File: src/rtl/maxnet_pkg.sv
// Shared definitions for the MaxNet input loader: data width, the quiet-NaN
// timeout marker and the loader FSM state encoding.
package maxnet_pkg;

  localparam int DATA_W = 32;
  localparam logic [DATA_W-1:0] QNAN = 32'h7FC0_0000;

  typedef enum logic [2:0] {
    S_IDLE  = 3'd0,
    S_FILL  = 3'd1,
    S_START = 3'd2,
    S_RUN   = 3'd3,
    S_OUT   = 3'd4
  } state_e;

endpackage

File: src/rtl/fp_sanitize.sv
// Clamps one IEEE-754 single to the non-negative domain MaxNet expects:
// anything with the sign bit set (including -0) and any NaN becomes +0.
// +Inf, denormals and ordinary positives pass through unchanged.
module fp_sanitize
  import maxnet_pkg::*;
(
  input  logic [DATA_W-1:0] in_word,
  output logic [DATA_W-1:0] out_word
);

  logic is_neg;
  logic is_nan;

  // Classify from the raw fields; no arithmetic needed.
  always_comb begin
    is_neg   = in_word[31];
    is_nan   = (in_word[30:23] == 8'hFF) && (in_word[22:0] != 23'd0);
    out_word = (is_neg || is_nan) ? '0 : in_word;
  end

endmodule

File: src/rtl/maxnet_input_loader.sv
// Collects four sanitized words, kicks the MaxNet controller, waits for done
// (or a timeout) and presents one result through a valid/ready handshake.
module maxnet_input_loader
  import maxnet_pkg::*;
#(
  parameter int TIMEOUT_CYCLES = 1023
) (
  input  logic              clk,
  input  logic              rst,
  input  logic              in_valid,
  output logic              in_ready,
  input  logic [DATA_W-1:0] in_data,
  output logic [DATA_W-1:0] inp1,
  output logic [DATA_W-1:0] inp2,
  output logic [DATA_W-1:0] inp3,
  output logic [DATA_W-1:0] inp4,
  output logic              start,
  input  logic              done,
  input  logic [DATA_W-1:0] max,
  output logic              res_valid,
  input  logic              res_ready,
  output logic [DATA_W-1:0] res_data,
  output logic              res_err,
  output logic              busy
);

  localparam int CNT_W = (TIMEOUT_CYCLES < 2) ? 1 : $clog2(TIMEOUT_CYCLES + 1);
  localparam logic [CNT_W-1:0] TO_MAX = CNT_W'(TIMEOUT_CYCLES);

  state_e                  state_q, state_d;
  logic [1:0]              idx_q, idx_d;
  logic [CNT_W-1:0]        cnt_q, cnt_d;
  logic [3:0][DATA_W-1:0]  inp_q, inp_d;
  logic                    start_q, start_d;
  logic                    res_valid_q, res_valid_d;
  logic [DATA_W-1:0]       res_data_q, res_data_d;
  logic                    res_err_q, res_err_d;
  logic                    busy_q, busy_d;
  logic [DATA_W-1:0]       san_word;
  logic                    xfer;

  fp_sanitize u_san (
    .in_word  (in_data),
    .out_word (san_word)
  );

  assign in_ready  = (state_q == S_IDLE) || (state_q == S_FILL);
  assign xfer      = in_valid && in_ready;
  assign inp1      = inp_q[0];
  assign inp2      = inp_q[1];
  assign inp3      = inp_q[2];
  assign inp4      = inp_q[3];
  assign start     = start_q;
  assign res_valid = res_valid_q;
  assign res_data  = res_data_q;
  assign res_err   = res_err_q;
  assign busy      = busy_q;

  // Next-state and datapath updates; outputs are derived from the next state
  // so they leave the flops aligned with the state they describe.
  always_comb begin
    state_d    = state_q;
    idx_d      = idx_q;
    cnt_d      = cnt_q;
    inp_d      = inp_q;
    res_data_d = res_data_q;
    res_err_d  = res_err_q;
    unique case (state_q)
      S_IDLE, S_FILL: begin
        if (xfer) begin
          inp_d[idx_q] = san_word;
          idx_d        = idx_q + 2'd1;
          state_d      = S_FILL;
          if (idx_q == 2'd3) begin
            idx_d = 2'd0;
            // Slots 0..2 were all rewritten during this fill, so they are fresh.
            if ((inp_q[0] | inp_q[1] | inp_q[2] | san_word) == '0) begin
              state_d    = S_OUT;
              res_data_d = '0;
              res_err_d  = 1'b0;
            end else begin
              state_d = S_START;
            end
          end
        end
      end
      S_START: begin
        cnt_d   = '0;
        state_d = S_RUN;
      end
      S_RUN: begin
        // done has priority over an expiring timeout in the same cycle
        if (done) begin
          res_data_d = max;
          res_err_d  = 1'b0;
          state_d    = S_OUT;
        end else if (cnt_q == TO_MAX) begin
          res_data_d = QNAN;
          res_err_d  = 1'b1;
          state_d    = S_OUT;
        end else begin
          cnt_d = cnt_q + CNT_W'(1);
        end
      end
      S_OUT: begin
        if (res_ready) state_d = S_IDLE;
      end
      default: state_d = S_IDLE;
    endcase
    start_d     = (state_d == S_START);
    res_valid_d = (state_d == S_OUT);
    busy_d      = (state_d != S_IDLE);
  end

  // State and registered outputs; reset drops any partial fill or run.
  always_ff @(posedge clk or negedge rst) begin
    if (!rst) begin
      state_q     <= S_IDLE;
      idx_q       <= '0;
      cnt_q       <= '0;
      inp_q       <= '0;
      start_q     <= 1'b0;
      res_valid_q <= 1'b0;
      res_data_q  <= '0;
      res_err_q   <= 1'b0;
      busy_q      <= 1'b0;
    end else begin
      state_q     <= state_d;
      idx_q       <= idx_d;
      cnt_q       <= cnt_d;
      inp_q       <= inp_d;
      start_q     <= start_d;
      res_valid_q <= res_valid_d;
      res_data_q  <= res_data_d;
      res_err_q   <= res_err_d;
      busy_q      <= busy_d;
    end
  end

endmodule

File: config.mk
export PLATFORM = sky130hd
export DESIGN_NAME = maxnet_input_loader
export DESIGN_NICKNAME = d
export VERILOG_FILES = /design/src/rtl/maxnet_pkg.sv /design/src/rtl/fp_sanitize.sv /design/src/rtl/maxnet_input_loader.sv
export SDC_FILE = /design/constraint.sdc
export NUM_CORES = 1
export LEC_CHECK = 0
export ABC_AREA = 1
export BUFFER_PORTS_ARGS = -buffer_cell sky130_fd_sc_hd__clkbuf_2
export CORE_AREA = 2 2 133 135
export DETAILED_ROUTE_END_ITERATION = 6
export DIE_AREA = 0 0 135 137
export GPL_TIMING_DRIVEN = 0
export PLACE_DENSITY = 0.75
export SLEW_MARGIN = 25
export SYNTH_ARGS = -nofsm -noshare
export SYNTH_HDL_FRONTEND = slang
export SYNTH_HIERARCHICAL = 1
export SYNTH_SLANG_ARGS = --single-unit
File: constraint.sdc
create_clock -name clk -period 1.5 [get_ports clk]
set_input_delay 0.075 -clock clk [delete_from_list [all_inputs] [get_ports clk]]
set_output_delay 0.075 -clock clk [all_outputs]
set_load 0.05 [all_outputs]
* Word level (Yosys, flattened, before mapping) *
Index checks and enable logic that the tools add are counted.

storage, ports and cells
  output and inout port bits = 165
  latch bits = 0
  register bits = 179
  memories kept = 0
  bits in writable memories = 0
  input port bits = 69
  logic and storage cells = 76
  ROM bits = 0

cells by class
  mux-type cells = 27
  order comparisons = 2
  multipliers = 0
  shift operators = 0
  equality and inequality tests = 15
  bitwise gates (word level) = 3
  divide/modulo/power cells = 0
  reduce and logical (&&, ||, !) cells = 15
  add/sub/neg operators = 2

operators by type and width
  operator                 count
  $mux W32                 7
  $bwmux W128              1
  $or A32 B32 Y32          3
  $demux W32 S2            1
  $pmux W32 S2             1
  $logic_not A32 Y1        1
  $reduce_bool A23 Y1      1
  $mux W10                 2
  $pmux W10 S2             1
  $mux W3                  6
  $pmux W3 S4              1
  $add A10 B1 Y10 const B  1
  $eq A10 B10 Y1 const B   1
  $ne A2 B2 Y1 const B     5
  $eq A3 B2 Y1 const B     3
  $eq A8 B8 Y1 const B     1
  $eq A3 B3 Y1 const B     2
  $mux W1                  5
  $reduce_and A5 Y1        1
  $reduce_bool A2 Y1       2
  $eq A3 B1 Y1 const B     1
  $logic_and A1 B1 Y1      3
  $logic_not A3 Y1         1
  $lt A2 B3 Y1 const B     1
  11 further kinds         12

* Longest topological paths before layout *
Gate-level depths: netlist of run 1.

  word-level depth = 11
  mapped depth = 21
  depth with buffers taken out = 19

* Modules after synthesis *
The synthesis of run 1 kept the hierarchy.

by module, submodules not included
  module               times used  area an instance (um^2)  sequential area each (um^2)  cells each
  maxnet_input_loader  1           7349.5                   4479.3                       845
  fp_sanitize          1           473.0                    0.0                          94

* Worst setup path before layout of run 1 *
No wires, ideal clock.

  path kind = register to register
  start point = register state_q[2]
  end point = register inp_q, in the netlist inp4[22]
  stages on the path, launching flop included = 9
  required time = 1.370 ns
  setup time = 0.130 ns
  arrival = 1.776 ns
  setup slack = -0.407 ns
  period minus slack after synthesis = 1.907 ns
  buffers on the path = 2
  path through = dfrtp_1 nor2_2 nand2_1 nor2_1 inv_1 buf_2 clkbuf_1 nand2_1 o21ai_0

on the way
  longest elaborated chain between the ends = 4
  elaborated cells between the ends (all ways) = 6
  those cells by class = eq/ne (1); reduce/logical (5)

RTL lines
  item                                                     line                        text
  start: declaration                                       maxnet_input_loader.sv:30   state_e state_q, state_d;
  start signal: assignment                                 maxnet_input_loader.sv:128  state_q <= state_d;
  $eq A3 B1 Y1 / $logic_not A3 Y1 (equally long branches)  maxnet_input_loader.sv:47   assign in_ready = (state_q == S_IDLE) || (state_q == S_FILL);
  $logic_or A1 B1 Y1 *                                     maxnet_input_loader.sv:47
  named net in_ready                                       maxnet_input_loader.sv:11   output logic in_ready,
  $logic_and A1 B1 Y1 *                                    maxnet_input_loader.sv:48   assign xfer = in_valid && in_ready;
  $reduce_and A2 Y1 (no source line) *                     -
  end signal: assignment                                   maxnet_input_loader.sv:131  inp_q <= inp_d;
  end: declaration                                         maxnet_input_loader.sv:33   logic [3:0][DATA_W-1:0] inp_q, inp_d;

The timed path passes the listed nets; every way through them passes the cells marked *.
A chain may end at the register's enable or synchronous reset.

* Final worst setup path of run 1 *
  start point = input in_data[26]
  end point = register res_data_q[0] (netlist: res_data[0])

on the way
  longest elaborated chain between the ends = 8

RTL lines
  item                                line                        text
  start: declaration                  maxnet_input_loader.sv:12   input logic [DATA_W-1:0] in_data,
  $eq A8 B8 Y1                        fp_sanitize.sv:17           is_nan = (in_word[30:23] == 8'hFF) && (in_word[22:0] != 23'd0);
  $logic_and A1 B1 Y1                 fp_sanitize.sv:17
  $logic_or A1 B1 Y1                  fp_sanitize.sv:18           out_word = (is_neg || is_nan) ? '0 : in_word;
  $mux W32                            fp_sanitize.sv:18
  named net san_word[19]              maxnet_input_loader.sv:39   logic [DATA_W-1:0] san_word;
  $or A32 B32 Y32                     maxnet_input_loader.sv:77   if ((inp_q[0] | inp_q[1] | inp_q[2] | san_word) == '0) begin
  $logic_not A32 Y1                   maxnet_input_loader.sv:77
  $ne A2 B2 Y1 (no source line)       -
  $reduce_and A5 Y1 (no source line)  -
  end signal: assignment              maxnet_input_loader.sv:134  res_data_q <= res_data_d;
  end: declaration                    maxnet_input_loader.sv:36   logic [DATA_W-1:0] res_data_q, res_data_d;

The timed path passes the listed nets, and every way through them passes these cells.

==> out/metrics.csv, run 1 <==
stage,metric,value,unit
synth,syn_avg_cell_area,8.33,um2
floorplan,core-area,17100,um2
drt,remaining_drc_errors,0,
power,vdd_drop_max,0.00169,V
sta,rsz0062_at_grt,true,
synth,synth_edf_count,0,
floorplan,initial_core_util,0.459,
synth,yosysMostFrequentCell,nand2_1,
critical_path,critPathMaxStageDelay,160,ps
global_routing,first_global_vias,7271,
clock_tree,clock_path_buffers,2,
synth,async_flop_share,1.00,
floorplan,die-height,137,um
clock_tree,clk_pin_slew,70,ps
critical_path,crit_chain,clkbuf_2 -> nand4_1 -> nor2_2 -> nand2_4 -> nand2_8 -> buf_12 -> buf_16 -> nor2_2 -> nor2_1 -> nand2_1 -> nor2_1 -> nand2_2 -> nor2_4 -> nand2_2 -> nor2_4 -> nand2_2 -> nand2_4 -> nand2_8 -> buf_4 -> nand2_1 -> nand2_1,
synth,synth_common_cells,"nand2_1, dfrtp_1, o21ai_0, nor2_1, inv_1",
sta,period_share,1.27,
clock_tree,cts_buffers,17,
place,portBuffers,233,
sta,hold_viol_final,0,
global_routing,antenna_found_initial,1,
clock_tree,clock-sinks,179,
sta,clock_skew,9.18,ps
outcome,failed_checks,negative setup slack,
clock_tree,insertion_delay,430,ps
critical_path,timing.rr.start,inp2[22],
critical_path,cp-startpoint,in_data[26],
synth,synthCells,939,
synth,syn_nets,1013,
min_path,hold_path.startpoint,in_data[21],
finish,nets,1344,
floorplan,io-pin-count,234,
min_path,min_path_type,in2reg,
power,p_leak,6.03,nW
drt,postRouteAntennaNets,0,
sta,setup_viol,71,
outcome,status,"complete, but fails checks",
finish,syn_to_final_growth,49.1,%
min_path,holdPathStages,5,
place,dpl.hpwl,16.4,mm
clock_tree,cts-root-buf,clkbuf_16,
drt,vias,7628,
synth,synth_area_leaders,"dfrtp_1, nand2_1, o21ai_0, nor2_1, inv_1",
finish,fillers,1298,
place,place_ws,-1200,ps
critical_path,worstSetupEndpointType,flop,
sta,fin_ws,-408,ps
place,finalWeightedCongestion,0.848,
sta,period_minus_slack,1910,ps
finish,utilization,0.684,
sta,slew-limit-headroom,0.667,
critical_path,ff2ff_path_depth,13,
synth,seq_area_frac_synth,0.573,
sta,fmax,524,MHz
critical_path,path_class,in2reg,
sta,setup_tns,-15470,ps
global_routing,grt.total_usage,0.265,
critical_path,crit_slowest_cell,nor2_2,
critical_path,reg2reg_slack,-400,ps
sta,worstMarginPinSlew,495,ps
synth,synth_ff_type,dfrtp_1,
global_routing,grt_max_degree,77,
critical_path,path_delay_family,simple AND/OR/NAND/NOR gates,
critical_path,cp-start-kind,input pin,
synth,synth_top_area_cell,dfrtp_1,
clock_tree,htree_levels,4,
floorplan,die-area,18500,um2
critical_path,critical_path_peak_fanout,8,
clock_tree,cts_tree,done,
synth,ys_types,31,
drt,wl,25.7,mm
drt,detail_route.iter0.violations,478,
critical_path,critPathRequiredTime,1800,ps
floorplan,rows,48,
critical_path,critPathBufInv,4,
synth,synth.ff_latch_count,179,
drt,drtPass1Iterations,5,
critical_path,timing.rr.end,res_data[0],
synth,syn-cell-area,7820,um2
finish,drive_gt1_frac,0.403,
power,power.density,2500,nW/um2
drt,drt-wirelength-per-cell,17.0,um
synth,post-synth-top-area-fraction,0.573,
critical_path,arrival,2210,ps
synth,ys_warn_count,6,
min_path,holdPathEnd,inp4[21],
sta,slew_violations,0,
global_routing,grt_pass1_wl,37.6,mm
drt,via_per_inst,5.06,
job,maxCapViolCount,0,
global_routing,grt.overflow.total,0,
floorplan,fp.dieW,135,um
[placed cells by master, fill, tap and decap left out, types with 11 or more instances in the layout]
cell	synthesis	layout
nand2_2	1	63
dlygate4sd3_1	0	33
a21oi_1	14	11
clkbuf_2	0	220
o21ai_0	137	77
inv_1	90	87
nor2_2	30	41
clkbuf_16	0	22
nor2_1	110	92
nand3_1	18	13
buf_4	1	36
dfrtp_1	179	169
o21ai_2	0	13
buf_6	4	27
o21ai_1	2	49
nand2_1	289	215
[where the power goes]
| group | switching [mW] | leakage [nW] | internal [mW] | total, mW |
|---|---|---|---|---|
| registers | 1.73 | 2.30 | 6.94 | 8.67 |
| logic | 11.6 | 3.40 | 3.99 | 15.6 |
| clock network | 2.05 | 0.319 | 2.85 | 4.90 |
[worst min-delay path: stages]
cell,delay [ps]
buf_6,90
inv_1,50
nor2_2,40
inv_1,90
o21ai_1,70
[state kept, by name (all words and copies together) (netlist names), 2 cells and up]
| name | cells |
|---|---|
| inp1 | 32 |
| inp2 | 32 |
| inp3 | 32 |
| inp4 | 32 |
| res_data | 32 |
| cnt_q | 10 |
| state_q | 3 |
| idx_q | 2 |
[routing by layer]
metal,routed length [um],track usage
met5,0,0
met4,427,0.0839
met3,1780,0.0700
met2,12900,0.453
met1,10500,0.330
[through the flow]
step | cell area [um2] | hold slack (ps) | power [mW] | instances
final | 11700 | 37.5 | 29.2 | 1509
after global routing | 11700 | 59.0 | 30.6 | 1509
after CTS | 11000 | 25.2 | 27.9 | 1491
after detailed placement | 9380 | 40.4 | 22.4 | 1399
after global placement | 9310 | 278 | 22.2 | 1397
after floorplan | 7860 | -221 | 18.6 | 939
[cell families after synthesis]
family / Yosys count / synth area share
other cells: 1 / 0.000479
fa+ha+maj: 5 / 0.00800
xor+xnor: 3 / 0.00336
simple gates: 464 / 0.245
buf+inv: 131 / 0.0694
flops: 179 / 0.573
compound gates: 156 / 0.101
[how the worst max path moves through the flow]
| stage | endpoint | slack, ps | cells past startpoint |
|---|---|---|---|
| final | res_data[0] | -410 | 21 |
| after global routing | res_data[14] | -520 | 21 |
| after detailed placement | res_data[9] | -1200 | 22 |
| after CTS | res_data[9] | -330 | 22 |
| after floorplan | res_data[10] | -370 | 21 |
| after global placement | inp3[23] | -3330 | 1 |
[area by class of cell]
cell class	count	area, um2	share of cell area
buffer	38	427	0.0366
tap	225	282	0.0241
clock inverter	15	220	0.0189
clock buffer	17	425	0.0365
sequential	179	4490	0.385
multi-input combinational	629	3300	0.283
antenna	1	2.50	0.000215
inverter	93	362	0.0310
timing repair buffer	312	2150	0.184
[timing repair]
item / in CTS / in global routing
pin swaps: 30 / 37
buffers inserted: 24 / 14
hold buffers: 33 / 0
endpoints found under the hold margin: 136 / 0
endpoints found under the setup margin: 177 / 177
gates cloned: 5 / 5
gates resized for setup: 123 / 209
Power figures use the tool's default switching activity.
==> run 2: changes to the inputs <==
--- a/config.mk
+++ b/config.mk
@@ -6,12 +6,12 @@
 export NUM_CORES = 1
 export LEC_CHECK = 0
 export ABC_AREA = 1
-export BUFFER_PORTS_ARGS = -buffer_cell sky130_fd_sc_hd__clkbuf_2
-export CORE_AREA = 2 2 133 135
+export BUFFER_PORTS_ARGS = -buffer_cell sky130_fd_sc_hd__buf_2
+export CORE_AREA = 2 2 141 115
 export DETAILED_ROUTE_END_ITERATION = 6
-export DIE_AREA = 0 0 135 137
+export DIE_AREA = 0 0 143 117
 export GPL_TIMING_DRIVEN = 0
-export PLACE_DENSITY = 0.75
+export PLACE_DENSITY = 0.79
 export SLEW_MARGIN = 25
 export SYNTH_ARGS = -nofsm -noshare
 export SYNTH_HDL_FRONTEND = slang
==> constraint.sdc (replaced) <==
create_clock -name clk -period 1.9 [get_ports clk]
set_input_delay 0.095 -clock clk [delete_from_list [all_inputs] [get_ports clk]]
set_output_delay 0.095 -clock clk [all_outputs]
set_load 0.05 [all_outputs]
==> run 2 against run 1 <==
  * Sequential power fell by 23%
  * Global-route usage rose by 0.76 points
  * Total power fell by 28%
  * Via count fell by 3.8%
  * Flip-flop and latch count did not move
  * Die area fell by 9.5%
  * Critical endpoint is now res_data[13]
  * The flow now finishes without violations
==> out/metrics.csv, run 2 (synthesized netlist as in run 1, its figures left out) <==
stage,metric,value,unit,change
place,dpl.hpwl,15.7,mm,-4.6%
floorplan,initial_core_util,0.507,,+0.0480
clock_tree,clk_pin_slew,60,ps,about the same
power,power,21.1,mW,-28%
min_path,min_path_type,in2reg,,
drt,drtPass1Iterations,5,,unchanged
drt,detail_route.iter0.violations,532,,+11%
sta,slew-limit-headroom,0.600,,-0.0670
critical_path,critPathRequiredTime,2210,ps,+410 ps
finish,utilization,0.676,,-0.00755
global_routing,first_global_vias,6807,,-6.4%
place,portBuffers,233,,unchanged
floorplan,die-area,16700,um2,-9.5%
power,p_leak,5.60,nW,-7.2%
sta,fmax,527,MHz,
global_routing,grt.total_usage,0.273,,+0.00759
critical_path,arrival,2210,ps,about the same
place,dpl.cell_count,1389,,-0.71%
finish,stdcell_count,1455,,-3.6%
finish,syn_to_final_growth,33.5,%,
sta,worstMarginPinSlew,600,ps,+105 ps
job,maxCapViolCount,0,,unchanged
drt,vias,7338,,-3.8%
power,swShare,0.536,,+0.00777
sta,period_minus_slack,1900,ps,
critical_path,cp-start-kind,input pin,,
critical_path,worstSetupEndpointType,flop,,
finish,drive_gt1_frac,0.298,,-0.105
outcome,status,"finished, final reports clean",,
sta,hold_viol_final,0,,unchanged
critical_path,path_class,in2reg,,
clock_tree,cts-root-buf,clkbuf_16,,
sta,period_share,0.999,,
critical_path,critical_path_peak_fanout,10,,+2
drt,via_per_inst,5.04,,-0.23%
drt,wl,22.8,mm,-11%
sta,clock_skew,13.4,ps,+4.21 ps
place,finalWeightedCongestion,0.814,,-4.1%
clock_tree,htree_levels,4,,unchanged
critical_path,ff2ff_path_depth,9,,-4
place,place_area,9330,um2,-0.51%
finish,nets,1301,,-3.2%
power,switching_power,11.3,mW,-27%
power,seqPwrFrac,0.317,,+0.020
drt,remaining_drc_errors,0,,unchanged
clock_tree,clock_path_buffers,2,,unchanged
clock_tree,cts_buffers,17,,unchanged
finish,layout_commonest_cell,nand2_1,,
finish,antennaDiodeCount,0,,-1
finish,postLayoutCellArea,10400,um2,-10%
global_routing,antenna_found_initial,0,,-1
power,p_clk_frac,0.157,,-0.011
power,power.density,2020,nW/um2,-19%
drt,postRouteAntennaNets,0,,unchanged
clock_tree,clock-sinks,179,,unchanged
power,vdd_drop_max,0.00157,V,-6.8%
floorplan,die-height,117,um,-15%
sta,slew_violations,0,,unchanged
sta,setup_viol,0,,-100%
power,comb_power_share,0.527,,-0.008
sta,rsz0062_at_grt,true,,
clock_tree,insertion_delay,430,ps,about the same
power,internal_power,9.79,mW,-29%
sta,setup_tns,0,ps,+15470 ps
min_path,holdPathStages,3,,-2
floorplan,fp.dieW,143,um,+5.9%
floorplan,core-area,15400,um2,-9.5%
floorplan,io-pin-count,234,,unchanged
global_routing,grt_max_degree,74,,-3.9%
drt,drt-wirelength-per-cell,15.7,um,-7.9%
clock_tree,cts_tree,done,,
global_routing,grt_pass1_wl,34.9,mm,-7.1%
global_routing,grt.overflow.total,0,,unchanged
finish,final_cell_mix,"nand2_1, buf_2, dfrtp_1",,
floorplan,rows,41,,-15%
-- run 2: cell types whose count changed in the layout (fill, tap and decap cells not counted), moves of 49 or more --
cell	delta
buf_2	+239
clkbuf_2	-210
nand2_1	+61
nand2_2	-51
o21ai_0	+60
o21ai_1	-49
-- run 2: path summary, 6_finish.rpt --
kind,from,end,slack (ps)
min in group asynchronous,rst,res_data[27],150
worst min-delay path,in_valid,state_q[0],10
worst max register to register,cnt_q[0],res_data[13],90
worst min register to register,res_data[10],res_data[10],470
worst max-delay path,in_data[29],res_data[13],2
max in group asynchronous,rst,inp2[30],750
-- run 2: worst max-delay path: stages --
cell     delay [ps]
buf_4           100
nand4_1         150
nor2_4          200
nand2_4          90
nand2_8         130
buf_12          140
nor2_2           40
nor2_1           90
nand2_1          60
nor2_1          120
nand2_1          90
nor2_2          120
nand2_1         100
nor2_4          150
nand2_2          80
nand2_4         100
nand2_8          80
buf_8           160
nand2_1          60
nand2_1          50
-- run 2: cell type report --
type / count / area, um2
Clock inverter: 8 / 78.8
Timing Repair Buffer: 269 / 1610
Sequential cell: 179 / 4480
Multi-Input combinational cell: 629 / 2920
Tap cell: 215 / 269
Inverter: 93 / 349
Buffer: 38 / 265
Fill cell: 1202 / 5000
Clock buffer: 24 / 472
-- run 2: power by group through the flow --
stage	Sequential (mW)	Clock (mW)	Combinational (mW)
after floorplan	12.1	0	2.54
after global placement	6.62	0	10.7
after detailed placement	6.66	0	10.9
after CTS	6.64	3.32	11.0
after global routing	6.87	3.51	11.9
final	6.68	3.30	11.1
-- run 2: per-stage QoR --
step,hold slack [ps],worst slack (ps)
2_1_floorplan,-201,10.2
3_3_place_gp,297,-2110
3_5_place_dp,5.96,-774
4_1_cts,8.01,1.86
5_1_grt,32.5,-109
6_report,14.2,2.12
-- run 2: timing repair --
item,4_1_cts,5_1_grt
endpoints found under the hold margin,130,0
setup endpoints to repair,36,153
hold buffers,25,0
resized for setup,14,69
cloned,0,3
pin swaps,4,7
buffers inserted,3,3
-- run 2: routing by layer --
metal	vias to the layer above	share of wire	wire length, um	global-route usage
met2	302	0.47	10800	0.428
met5	-	0	0	0
met1	3496	0.43	9710	0.376
met3	39	0.076	1730	0.0736
met4	0	0.026	590	0.0838
li1	3501	-	-	-
